$ cat config.mk
export PLATFORM = sky130hd
export DESIGN_NAME = edp_mul_seq
export DESIGN_NICKNAME = d
export VERILOG_FILES = /design/src/rtl/edp_pkg.sv /design/src/rtl/mul_booth_dec.sv /design/src/rtl/edp_mul_seq.sv
export SDC_FILE = /design/constraint.sdc
export NUM_CORES = 1
export LEC_CHECK = 0
export CORE_MARGIN = 2
export CORE_UTILIZATION = 35
export CTS_CLUSTER_SIZE = 24
export DETAILED_ROUTE_END_ITERATION = 6
export REMOVE_ABC_BUFFERS = 1
export SLEW_MARGIN = 25
export SYNTH_ARGS = -nofsm -noshare
export SYNTH_HDL_FRONTEND = slang
export SYNTH_SLANG_ARGS = --single-unit
$ cat constraint.sdc
create_clock -name eboxClk -period 1.67 [get_ports eboxClk]
set_input_delay 0.4175 -clock eboxClk [delete_from_list [all_inputs] [get_ports eboxClk]]
set_output_delay 0.4175 -clock eboxClk [all_outputs]
set_load 0.005 [all_outputs]
$ cat src/rtl/edp_pkg.sv
// Shared EDP definitions: AD function encodings and multiply sequencer states.
package edp_pkg;

    localparam logic [2:0] AD_A    = 3'd0;
    localparam logic [2:0] AD_APB  = 3'd1;
    localparam logic [2:0] AD_AP2B = 3'd2;
    localparam logic [2:0] AD_AMB  = 3'd3;
    localparam logic [2:0] AD_AM2B = 3'd4;

    typedef enum logic [2:0] {
        MUL_IDLE  = 3'd0,
        MUL_INIT  = 3'd1,
        MUL_STEP  = 3'd2,
        MUL_FIXUP = 3'd3,
        MUL_DONE  = 3'd4
    } mulState_t;

endpackage

$ cat src/rtl/mul_booth_dec.sv
// Radix-4 Booth recoder: maps (MQ34, MQ35, carry) to an AD function.
// Shared with the divide sequencer, so it carries no state of its own.
module mul_booth_dec
    import edp_pkg::*;
(
    input  logic [2:0] triplet,
    output logic [2:0] adFunc
);

    // Booth digit = -2*MQ34 + MQ35 + c, expressed as an AD operation
    always_comb begin
        adFunc = AD_A;
        case (triplet)
            3'b000:  adFunc = AD_A;
            3'b001:  adFunc = AD_APB;
            3'b010:  adFunc = AD_APB;
            3'b011:  adFunc = AD_AP2B;
            3'b100:  adFunc = AD_AM2B;
            3'b101:  adFunc = AD_AMB;
            3'b110:  adFunc = AD_AMB;
            3'b111:  adFunc = AD_A;
            default: adFunc = AD_A;
        endcase
    end

endmodule

$ cat src/rtl/edp_mul_seq.sv
// Radix-4 Booth multiply sequencer driving the EDP AD select, AR/ARX loads
// and MQ select. Control outputs are Mealy-gated by abort so a cancel takes
// effect in the same cycle it is raised.
module edp_mul_seq
    import edp_pkg::*;
#(
    parameter int STEPW = 6
) (
    input  logic             eboxClk,
    input  logic             eboxReset,
    input  logic             start,
    input  logic             abort,
    input  logic [STEPW-1:0] stepCount,
    input  logic             signedMul,
    input  logic [1:0]       MQ34_35,
    output logic             busy,
    output logic             done,
    output logic [2:0]       adFunc,
    output logic             arClr,
    output logic             arLoad,
    output logic             arxLoad,
    output logic             arShift,
    output logic             mqShift,
    output logic [STEPW-1:0] stepsLeft
);

    mulState_t        state_q;
    mulState_t        state_d;
    logic             carry_q;
    logic [STEPW-1:0] count_lat;
    logic             signed_lat;
    logic [2:0]       booth_func;
    logic             live;

    mul_booth_dec u_booth_dec (
        .triplet (MQ34_35 == 2'b00 ? {2'b00, carry_q} : {MQ34_35, carry_q}),
        .adFunc  (booth_func)
    );

    // abort cancels everything except in IDLE, where outputs are already 0
    assign live = !abort;

    // Next-state selection
    always_comb begin
        state_d = state_q;
        case (state_q)
            MUL_IDLE:  if (start && !abort) state_d = MUL_INIT;
            MUL_INIT:  state_d = (count_lat == '0) ? MUL_DONE : MUL_STEP;
            MUL_STEP:  if (stepsLeft == STEPW'(1))
                           state_d = (!signed_lat && MQ34_35[1]) ? MUL_FIXUP : MUL_DONE;
            MUL_FIXUP: state_d = MUL_DONE;
            MUL_DONE:  state_d = MUL_IDLE;
            default:   state_d = MUL_IDLE;
        endcase
        if (state_q != MUL_IDLE && abort) state_d = MUL_IDLE;
    end

    // State, operand latches, step counter and Booth carry
    always_ff @(posedge eboxClk or posedge eboxReset) begin
        if (eboxReset) begin
            state_q    <= MUL_IDLE;
            carry_q    <= 1'b0;
            stepsLeft  <= '0;
            count_lat  <= '0;
            signed_lat <= 1'b0;
        end else begin
            state_q <= state_d;
            if (state_q == MUL_IDLE && start && !abort) begin
                count_lat  <= stepCount;
                signed_lat <= signedMul;
            end
            if (!abort) begin
                if (state_q == MUL_INIT) begin
                    stepsLeft <= count_lat;
                    carry_q   <= 1'b0;
                end else if (state_q == MUL_STEP) begin
                    stepsLeft <= stepsLeft - STEPW'(1);
                    carry_q   <= MQ34_35[1];
                end
            end
        end
    end

    // Output decode from state, gated by abort
    always_comb begin
        busy    = 1'b0;
        done    = 1'b0;
        adFunc  = AD_A;
        arClr   = 1'b0;
        arLoad  = 1'b0;
        arxLoad = 1'b0;
        arShift = 1'b0;
        mqShift = 1'b0;
        if (live) begin
            case (state_q)
                MUL_INIT: begin
                    busy  = 1'b1;
                    arClr = 1'b1;
                end
                MUL_STEP: begin
                    busy    = 1'b1;
                    arLoad  = 1'b1;
                    arxLoad = 1'b1;
                    arShift = 1'b1;
                    mqShift = 1'b1;
                    adFunc  = booth_func;
                end
                MUL_FIXUP: begin
                    busy    = 1'b1;
                    arLoad  = 1'b1;
                    arxLoad = 1'b1;
                    adFunc  = AD_APB;
                end
                MUL_DONE: done = 1'b1;
                default: ;
            endcase
        end
    end

endmodule
### Yosys cells after proc, flatten, opt, wreduce, memory -nomap -nowiden

Memory sizes are Yosys's and may differ from the RTL's.
Index checks and enable logic that the tools add are counted.

* memories: 1
* flip-flop bits (word level): 17
* memory bits (read-only): 24
* input port bits: 13
* logic and storage cells: 54

* equal/unequal tests: 7
* bitwise gates (word level): 1
* multiplexer cells: 23
* add/subtract/negate cells: 1
* reduce and logical (&&, ||, !) cells: 16

Memory list
* (no name shown): words 8, width 3, rd ports 1, clocked after Yosys merged registers in 0, write ports 0, RTL line mul_booth_dec.sv:13 `case (triplet)`

Operators by type and width (number)
* two-way mux 3 bit: 7
* two-way mux 1 bit: 12
* two-way mux 6 bit: 2
* one-hot mux 3 bit (4 select lines): 1
* equality test 3 x 2 -> 1 bit (second input constant): 2
* equality test 6 x 1 -> 1 bit (second input constant): 1
* zero test 6 bit: 1
* inequality test 3 bit (second input constant): 2
* one-hot mux 3 bit (2 select lines): 1
* subtractor 6 x 1 -> 6 bit (second input constant): 1
* logical AND 1 bit: 5
* AND reduction 2 bit: 2
* equality test 3 x 1 -> 1 bit (second input constant): 1
* equality test 3 bit (second input constant): 1
* zero test 3 bit: 1
* nonzero test 3 bit: 1
* OR reduction 3 bit: 1
* zero test 1 bit: 2
* zero test 2 bit: 1
* nonzero test 2 bit: 1
* OR reduction 2 bit: 1
* NOT 1 bit: 1

### Longest topological paths before layout

Gate-level depths: netlist of the first run.

* depth after elaboration: 6
* mapped depth: 6
* depth with buffers taken out: 6

### Modules after synthesis

Synthesis of the first run repeated with hierarchy kept, for this count alone.

* cell total of the unflattened synthesis: 118
* area total of the unflattened synthesis: 1104.8 µm²

Modules (own cells, without submodules)
* edp_mul_seq: area an instance 1046.0 µm², cells an instance 111, times used 1
* mul_booth_dec: area an instance 58.8 µm², cells an instance 7, times used 1

### Worst setup path before layout of the first run

OpenSTA, ideal clock, no wires.

* path type: register to output
* start: register state_q[1]
* end: output busy
* required time: 1.252 ns
* stages on the path, launching flop included: 5
* arrival: 1.211 ns
* setup slack: 0.042 ns
* path buffers: 2
* cell sequence: dfrtp_1 buf_2 or3b_1 buf_2 o22ai_1

* longest elaborated chain between the ends: 4
* elaborated cells between the ends (all ways): 6
* classes of those cells: eq/ne: 3; mux: 2; reduce/logical: 1

RTL lines
* start: declaration: RTL line edp_mul_seq.sv:27 `mulState_t state_q;`
* start signal: assignment: RTL line edp_mul_seq.sv:67 `state_q <= state_d;`
* equality test 3 x 1 -> 1 bit / equality test 3 x 2 -> 1 bit (equally long branches): RTL line edp_mul_seq.sv:95 `case (state_q)`
* OR reduction 3 bit (no source line) (*)
* two-way mux 1 bit (*): RTL line edp_mul_seq.sv:95
* two-way mux 1 bit (*): RTL line edp_mul_seq.sv:94 `if (live) begin`
* end: declaration: RTL line edp_mul_seq.sv:16 `output logic busy,`

Mark *: on every way between the ends. The rest lies on a longest branch, timed or not.

### Worst setup path after layout of the first run

* start: register state_q[2]
* end: output adFunc[2]

* longest elaborated chain between the ends: 3
* elaborated cells between the ends (all ways): 4
* classes of those cells: eq/ne: 2; mux: 2

RTL lines
* equality test 3 x 2 -> 1 bit: RTL line edp_mul_seq.sv:95
* one-hot mux 3 bit (2 select lines) (*): RTL line edp_mul_seq.sv:95
* two-way mux 3 bit (*): RTL line edp_mul_seq.sv:94
* end: declaration: RTL line edp_mul_seq.sv:18 `output logic [2:0] adFunc,`

Marked as above.

==> results.tsv, run 1 <==
metric	value	unit
top_reg_cell synth	dfrtp_1	
Critical-path top delay cell	dfrtp_1	
violated checks	setup timing	
EDFF count, synth	0	
Total Routing Usage GR	0.1705	
antenna violation net count after detailed routing	0	
Yosys top cell by area	dfrtp_1	
Final Hold Fails	0	
chip height	57.01	µm
TritonCTS clock tree	built	
final net count	182	
Multi-input gate area	593.1	µm²
CTS clk-pin slew, worst paths	100	ps
IO Count	29	
Core Box Area	0.002710	mm²
initial antenna violation count	0	
crit start category	flip-flop	
crit-path cells	buf_6 -> nor2_4 -> nand3b_1 -> inv_2 -> buf_6 -> and3_1 -> buf_2	
post-synthesis sequential area ratio	0.4326	
Synth Cell Area	983.4	µm²
clk_skew	4.235	ps
maximum VDD drop	0.9205	mV
Syn Area/Cell	9.456	µm²
area fraction of the dominant cell type after synthesis	0.4326	
Maximum Capacitance Violations	0	
Buffers on Ports	28	
Finished Layout Cells	195	
Hold Worst Slack	418.7	ps
clk buf depth	2	
synth cell count leaders	dfrtp_1, nor2_1, inv_1, mux2_2, o21ai_0	
P_leak	0.7783	nW
H-Tree Depth	1	
most frequent CP cell	buf_6	
hpwl dp	1.764	mm
Critical Path AT	1470	ps
final worst-path cycle share	1.128	
GPL Wtd Cong	0.7517	
Die Wd	57.01	µm
drt pass-1 iters	4	
Required @ worst endpoint	1250	ps
clock period minus worst slack	1884	ps
Starting Density	0.3629	
gr ovfl total	0	
CP max stage delay	430	ps
Async SR Flop Fraction	1.000	
synthesis-stage register bit count	17	
CP Capture Type	primary output	
Worst-Margin Slew	392.9	ps
Starting DRT DRC Count	43	
Cell variety after synth	35	
vias per std cell	5.144	
Inst Count DP	178	
Clock Sink Count	17	
Reg area	426.7	µm²
FMAX	530.8	MHz
final setup fails	9	
Post-Route Utilization	0.6076	
hold-fix buffers at CTS	0	
Synth Warn #	0	
largest net degree at the start of global routing	18	
Hold WC Path Type	input pin to asynchronous set/reset pin	
clk root buf	clkbuf_4	
Place WS	-674.2	ps
Inserted Clock Buffers	3	
crit path max fanout	3	
Fill cells	243	
Area Overhead vs Synth	67.43	%
PwrDens	1536	mW/mm²
final worst slack	-214.0	ps
detailed-route via count	1003	
Diodes inserted	0	
status	complete, but fails checks	
first-pass GRT wire length	4.284	mm
RSZ-0062 raised after global routing	true	
number of global-route vias before repair	954	
# rows	19	
clk_lat worst skew	290	ps
cells after synthesis	104	
Synth area leaders	dfrtp_1, mux2_2, nor2_1	
area of the die	0.003250	mm²
Detailed Route WL	2.462	mm
DRC viols	0	
DR WL/cell	12.63	µm
Slew Viols, Final	0	
Setup CP Type	flip-flop to primary output	
Slew HR	0.7357	
layout cells sized above 1	0.4390	
## area by class of cell
class / instances / share of cell area
clock buffer: 4 / 0.01596
inverter: 7 / 0.01596
multi-input combinational: 74 / 0.3602
sequential: 17 / 0.2591
tap: 31 / 0.02356
timing repair buffer: 62 / 0.3252
## flip-flops by register name (all words and copies together) (netlist names)
| name | cells |
|---|---|
| count_lat | 6 |
| stepsLeft | 6 |
| signed_lat | 1 |
| carry_q | 1 |
| state_q | 3 |
## metrics by stage
| stage | power [mW] | instance area, µm² | TNS [ps] |
|---|---|---|---|
| 3_3_place_gp | 2.036 | 1426 | -6883 |
| 3_5_place_dp | 2.058 | 1426 | -7389 |
| 5_1_grt | 2.742 | 1647 | -2217 |
| 6_report | 2.529 | 1647 | -1503 |
| 2_1_floorplan | 1.424 | 949.7 | 0 |
| 4_1_cts | 2.465 | 1598 | -1369 |
## layer usage
layer / part of all wire / vias to the layer above / global-route usage / wire, µm
met5: 0 / - / 0 / 0
met4: 0.013 / 0 / 0.06977 / 31
met3: 0.059 / 4 / 0.03175 / 146
met2: 0.49 / 34 / 0.2906 / 1216
met1: 0.43 / 479 / 0.2124 / 1067
li1: - / 486 / - / -
## worst max-delay path: cells and delay by family, from the launching register on
family,cells,cell delay [ps]
simple gates,3,340
flops,1,430
buf+inv,4,400
## power by group
group | internal (mW) | switching (mW) | leakage (nW) | total (mW)
combinational | 0.876 | 0.658 | 0.557 | 1.53
clock | 0.0930 | 0.132 | 0.0150 | 0.225
sequential | 0.606 | 0.163 | 0.206 | 0.770
total | 1.58 | 0.953 | 0.778 | 2.53
## cells by family (layout without fill, tap and decap cells)
| kind of cell | count (synthesis) | in the layout | synth area share |
|---|---|---|---|
| AOI/OAI and AO/OA | 24 | 24 | 0.1629 |
| xor gates and xnor gates | 1 | 1 | 0.008907 |
| adders and majority gates | 4 | 4 | 0.05089 |
| buffers and inverters | 13 | 73 | 0.06106 |
| DFF | 17 | 17 | 0.4326 |
| muxes | 8 | 8 | 0.09034 |
| and+or+nand+nor | 37 | 37 | 0.1934 |
## cells in the final DEF, fill, tap and decap left out, drive strengths merged
cell           count
a211oi             1
a21o               1
a21oi              4
a221o              1
a22oi              1
a2bb2oi            2
a31oi              1
and3               1
buf               41
clkbuf             4
clkdlybuf4s15      3
clkdlybuf4s50     12
dfrtp             17
dlygate4sd2        4
dlymetal6s2s       2
ha                 4
inv                7
mux2               7
mux2i              1
nand2              3
nand2b             3
nand3              3
nand3b             1
nor2              17
nor3               2
nor3b              1
nor4               1
nor4b              2
o21a               1
o21ai              7
o21ba              1
o22a               2
o22ai              1
o31ai              1
or3                2
or3b               1
xor2               1
## path summary, 6_finish.rpt
check | endpoint | cells after the start | slack (ps) | from
setup / recovery | adFunc[2] | 7 | -210 | state_q[2]
setup reg to reg | stepsLeft[0] | 6 | 50 | state_q[0]
hold reg to reg | stepsLeft[1] | 1 | 540 | stepsLeft[1]
max in group asynchronous | stepsLeft[0] | 3 | 1050 | eboxReset
min in group eboxClk | stepsLeft[1] | 1 | 540 | stepsLeft[1]
hold / removal | signed_lat | 3 | 420 | eboxReset
## repair_timing
action,CTS,global route
pin swaps,8,1
resized for setup,62,10
setup buffers,14,2
endpoints found under the setup margin,13,18
(Power assumes the default switching activity.)
==> run 2: changes to the inputs <==
- PLACE_DENSITY: not set -> 0.67
- SKIP_CTS_REPAIR_TIMING: not set -> 1
- SLEW_MARGIN: 25 -> not set
==> results.tsv, run 2 (synthesis results as in run 1) <==
metric	value	unit
status	complete, but fails checks	
violated checks	setup timing	
Slew Viols, Final	0	
H-Tree Depth	1	
Post-Route Utilization	0.6085	
clk_lat worst skew	280	ps
most common cell after layout, fill and taps aside	buf_4	
crit path max fanout	4	
clk root buf	clkbuf_4	
Final Hold Fails	0	
final net count	183	
Diodes inserted	0	
Slew HR	0.6862	
hpwl dp	1.836	mm
IO Count	29	
chip height	57.01	µm
Maximum Capacitance Violations	0	
Buffers on Ports	28	
crit start category	flip-flop	
Required @ worst endpoint	1250	ps
vias per std cell	5.051	
clock period minus worst slack	1816	ps
# rows	19	
Worst-Margin Slew	464.1	ps
Starting DRT DRC Count	14	
gr ovfl total	0	
Inst Count DP	181	
Critical-path top delay cell	dfrtp_1	
P_leak	0.8052	nW
Critical Path AT	1400	ps
initial antenna violation count	0	
biggest regs	count_lat x6, stepsLeft x6, state_q x3	
clk buf depth	2	
post-route setup TNS	-724.2	ps
first-pass GRT wire length	3.933	mm
final worst slack	-146.2	ps
layout cells sized above 1	0.4485	
Detailed Route WL	2.503	mm
Total Routing Usage GR	0.1509	
RSZ-0062 raised after global routing	true	
maximum VDD drop	0.8751	mV
DR WL/cell	12.77	µm
Starting Density	0.3629	
CP Capture Type	primary output	
drt pass-1 iters	4	
PwrDens	1562	mW/mm²
Setup CP Type	flip-flop to primary output	
TritonCTS clock tree	built	
Area Overhead vs Synth	67.68	%
CP max stage delay	410	ps
Clock Sink Count	17	
area of the die	0.003250	mm²
final setup fails	9	
CTS clk-pin slew, worst paths	90	ps
Inserted Clock Buffers	3	
GPL Wtd Cong	0.8306	
cell area after layout	0.001649	mm²
clk_skew	4.732	ps
Core Box Area	0.002710	mm²
Area after DPL	0.001449	mm²
most frequent CP cell	buf_6	
detailed-route via count	990	
Hold WC Path Type	input pin to asynchronous set/reset pin	
crit-path cells	buf_6 -> nor2_4 -> nand3b_1 -> inv_2 -> and3_4 -> buf_6	
FMAX	550.6	MHz
number of global-route vias before repair	906	
Die Wd	57.01	µm
final worst-path cycle share	1.088	
Finished Layout Cells	196	
DRC viols	0	
Place WS	-684.6	ps
largest net degree at the start of global routing	18	
most frequent cells in the layout	buf_4, dfrtp_1, nor2_1	
antenna violation net count after detailed routing	0	
setup slack, reg-to-reg	70	ps
-- run 2: changes by cell type in the layout (fill, tap and decap cells not counted), sizes merged --
cell / previous run / this run
dlymetal6s2s: 2 / 6
dlygate4sd2: 4 / 0
buf: 41 / 43
clkbuf: 4 / 6
clkdlybuf4s15: 3 / 0
-- run 2: path summary, 6_finish.rpt --
path | startpoint | to | depth (start not counted)
setup / recovery | state_q[2] | adFunc[2] | 6
hold / removal | eboxReset | count_lat[1] | 3
setup reg to reg | stepsLeft[2] | stepsLeft[5] | 4
hold reg to reg | count_lat[3] | count_lat[3] | 1
max in group asynchronous | eboxReset | stepsLeft[0] | 3
min in group eboxClk | count_lat[3] | count_lat[3] | 1
-- run 2: per-stage QoR --
stage,hold slack [ps],power (mW)
floorplan,343.6,1.424
global placement,530.4,2.066
detailed placement,541.5,2.110
CTS,451.0,2.326
global route,474.4,2.801
finish,446.1,2.575
-- run 2: report_power, final --
group / internal, mW / total [mW] / switching (mW)
combinational: 0.918 / 1.61 / 0.692
sequential: 0.606 / 0.754 / 0.147
clock: 0.0928 / 0.212 / 0.119
-- run 2: area by class of cell --
type	instances	area, µm²
Clock buffer	4	26.28
Fill cell	243	1061
Inverter	7	26.28
Multi-Input combinational cell	74	590.6
Sequential cell	17	426.7
Tap cell	31	38.79
Timing Repair Buffer	63	540.5
-- run 2: layer usage --
metal,vias up,global-route usage,part of all wire
li1,487,-,-
met1,477,0.2009,0.43
met5,-,0,0
met4,0,0.03987,0.012
met3,4,0.02268,0.039
met2,22,0.2578,0.51
-- run 2: critical path, delay by kind of cell (launching register included) --
family	cells	cell delay, ps
buffers and inverters	3	320
AND/OR/NAND/NOR	3	390
flip-flops	1	410
==> run 3: changes to the inputs <==
- RECOVER_POWER: not set -> 25
==> results.tsv, run 3 (synthesis results as in run 1) <==
metric	value	unit
H-Tree Depth	1	
Final Hold Fails	0	
clk_skew	4.767	ps
gr ovfl total	0	
Tot Pwr	2.573	mW
Gate power share	0.625	
DR WL/cell	12.74	µm
crit path max fanout	4	
Setup CP Type	flip-flop to primary output	
Starting DRT DRC Count	14	
detailed-route via count	991	
drt pass-1 iters	3	
Core Box Area	0.002710	mm²
Int Power	1.615	mW
Die Wd	57.01	µm
Detailed Route WL	2.497	mm
Buffers on Ports	28	
crit-path cells	buf_6 -> nor2_4 -> nand3b_1 -> inv_2 -> and3_4 -> buf_6	
CP Capture Type	primary output	
final worst-path cycle share	1.087	
Worst-Margin Slew	876.3	ps
Critical-path top delay cell	dfrtp_1	
PwrDens	1564	mW/mm²
first-pass GRT wire length	3.933	mm
area of the die	0.003250	mm²
FMAX	550.6	MHz
P_leak	0.8019	nW
clock period minus worst slack	1816	ps
crit start category	flip-flop	
most frequent cells in the layout	buf_4, dfrtp_1, nor2_1	
clk buf depth	2	
clk_lat worst skew	280	ps
final setup fails	9	
hpwl dp	1.836	mm
largest net degree at the start of global routing	18	
layout cells sized above 1	0.4424	
worst path buffer plus inverter count	3	
IO Count	29	
CP delay by family, top	flip-flops	
Maximum Capacitance Violations	0	
antenna violation net count after detailed routing	0	
Inst Count DP	181	
Finished Layout Cells	196	
number of global-route vias before repair	906	
TritonCTS clock tree	built	
Diodes inserted	0	
# rows	19	
initial antenna violation count	0	
Reg power frac	0.293	
final net count	183	
Required @ worst endpoint	1250	ps
Critical Path AT	1400	ps
Place WS	-684.6	ps
vias per std cell	5.056	
clk root buf	clkbuf_4	
maximum VDD drop	0.8751	mV
CP max stage delay	410	ps
Hold WC Path Type	flip-flop to flip-flop	
Inserted Clock Buffers	3	
Switching Share	0.3722	
DRC viols	0	
biggest regs	count_lat x6, stepsLeft x6, state_q x3	
clock network fraction of total power	0.082	
Clock Sink Count	17	
chip height	57.01	µm
Slew HR	0.4158	
most common cell after layout, fill and taps aside	buf_4	
Area Overhead vs Synth	67.30	%
Post-Route Utilization	0.6071	
RSZ-0062 raised after global routing	true	
GPL Wtd Cong	0.8306	
Starting Density	0.3629	
Slew Viols, Final	0	
violated checks	setup timing	
most frequent CP cell	buf_6	
Sw Pwr	0.9577	mW
Total Routing Usage GR	0.1509	
CTS clk-pin slew, worst paths	90	ps
Fill cells	245	
final worst slack	-146.1	ps
status	complete, but fails checks	
post-route setup TNS	-723.7	ps
==> run 3: final timing paths <==
check / depth (start not counted) / from / to / slack, ps
setup / recovery: 6 / state_q[2] / adFunc[2] / -150
min in group asynchronous: 3 / eboxReset / count_lat[1] / 820
hold / removal: 1 / count_lat[3] / count_lat[3] / 560
max in group asynchronous: 3 / eboxReset / stepsLeft[0] / 260
setup reg to reg: 4 / stepsLeft[2] / stepsLeft[5] / 70
hold reg to reg: 1 / count_lat[3] / count_lat[3] / 560
==> run 3: worst reg2reg max path, cell delays in order (launching register included) <==
cell and delay [ps]:
dfrtp_1 380, or3_4 400, or3_1 350, o22a_1 190, o22a_1 160
==> run 3: layer usage <==
| layer | up-vias | track usage | wire length [µm] |
|---|---|---|---|
| li1 | 488 | - | - |
| met1 | 477 | 0.2009 | 1074 |
| met2 | 22 | 0.2578 | 1294 |
| met3 | 4 | 0.02268 | 97 |
| met4 | 0 | 0.03987 | 31 |
| met5 | - | 0 | 0 |
==> run 3: power groups by stage <==
stage,Combinational [mW],Sequential (mW),Clock (mW)
3_5_place_dp,1.33,0.779,0
2_1_floorplan,0.642,0.782,0
4_1_cts,1.34,0.770,0.220
5_1_grt,1.78,0.775,0.242
3_3_place_gp,1.29,0.771,0
6_report,1.61,0.753,0.212
==> run 3: per-stage QoR <==
step / hold slack [ps] / area [µm²]
final: 556.9 / 1645
after global routing: 583.8 / 1645
after CTS: 451.0 / 1475
after detailed placement: 541.5 / 1449
after global placement: 530.4 / 1449
after floorplan: 343.6 / 949.7
==> run 3: area by class of cell <==
class	count	area, µm²	area share
Timing Repair Buffer	63	536.8	0.3262
Inverter	7	26.28	0.01597
Sequential cell	17	426.7	0.2593
Multi-Input combinational cell	74	590.6	0.3589
Clock buffer	4	26.28	0.01597
Tap cell	31	38.79	0.02357
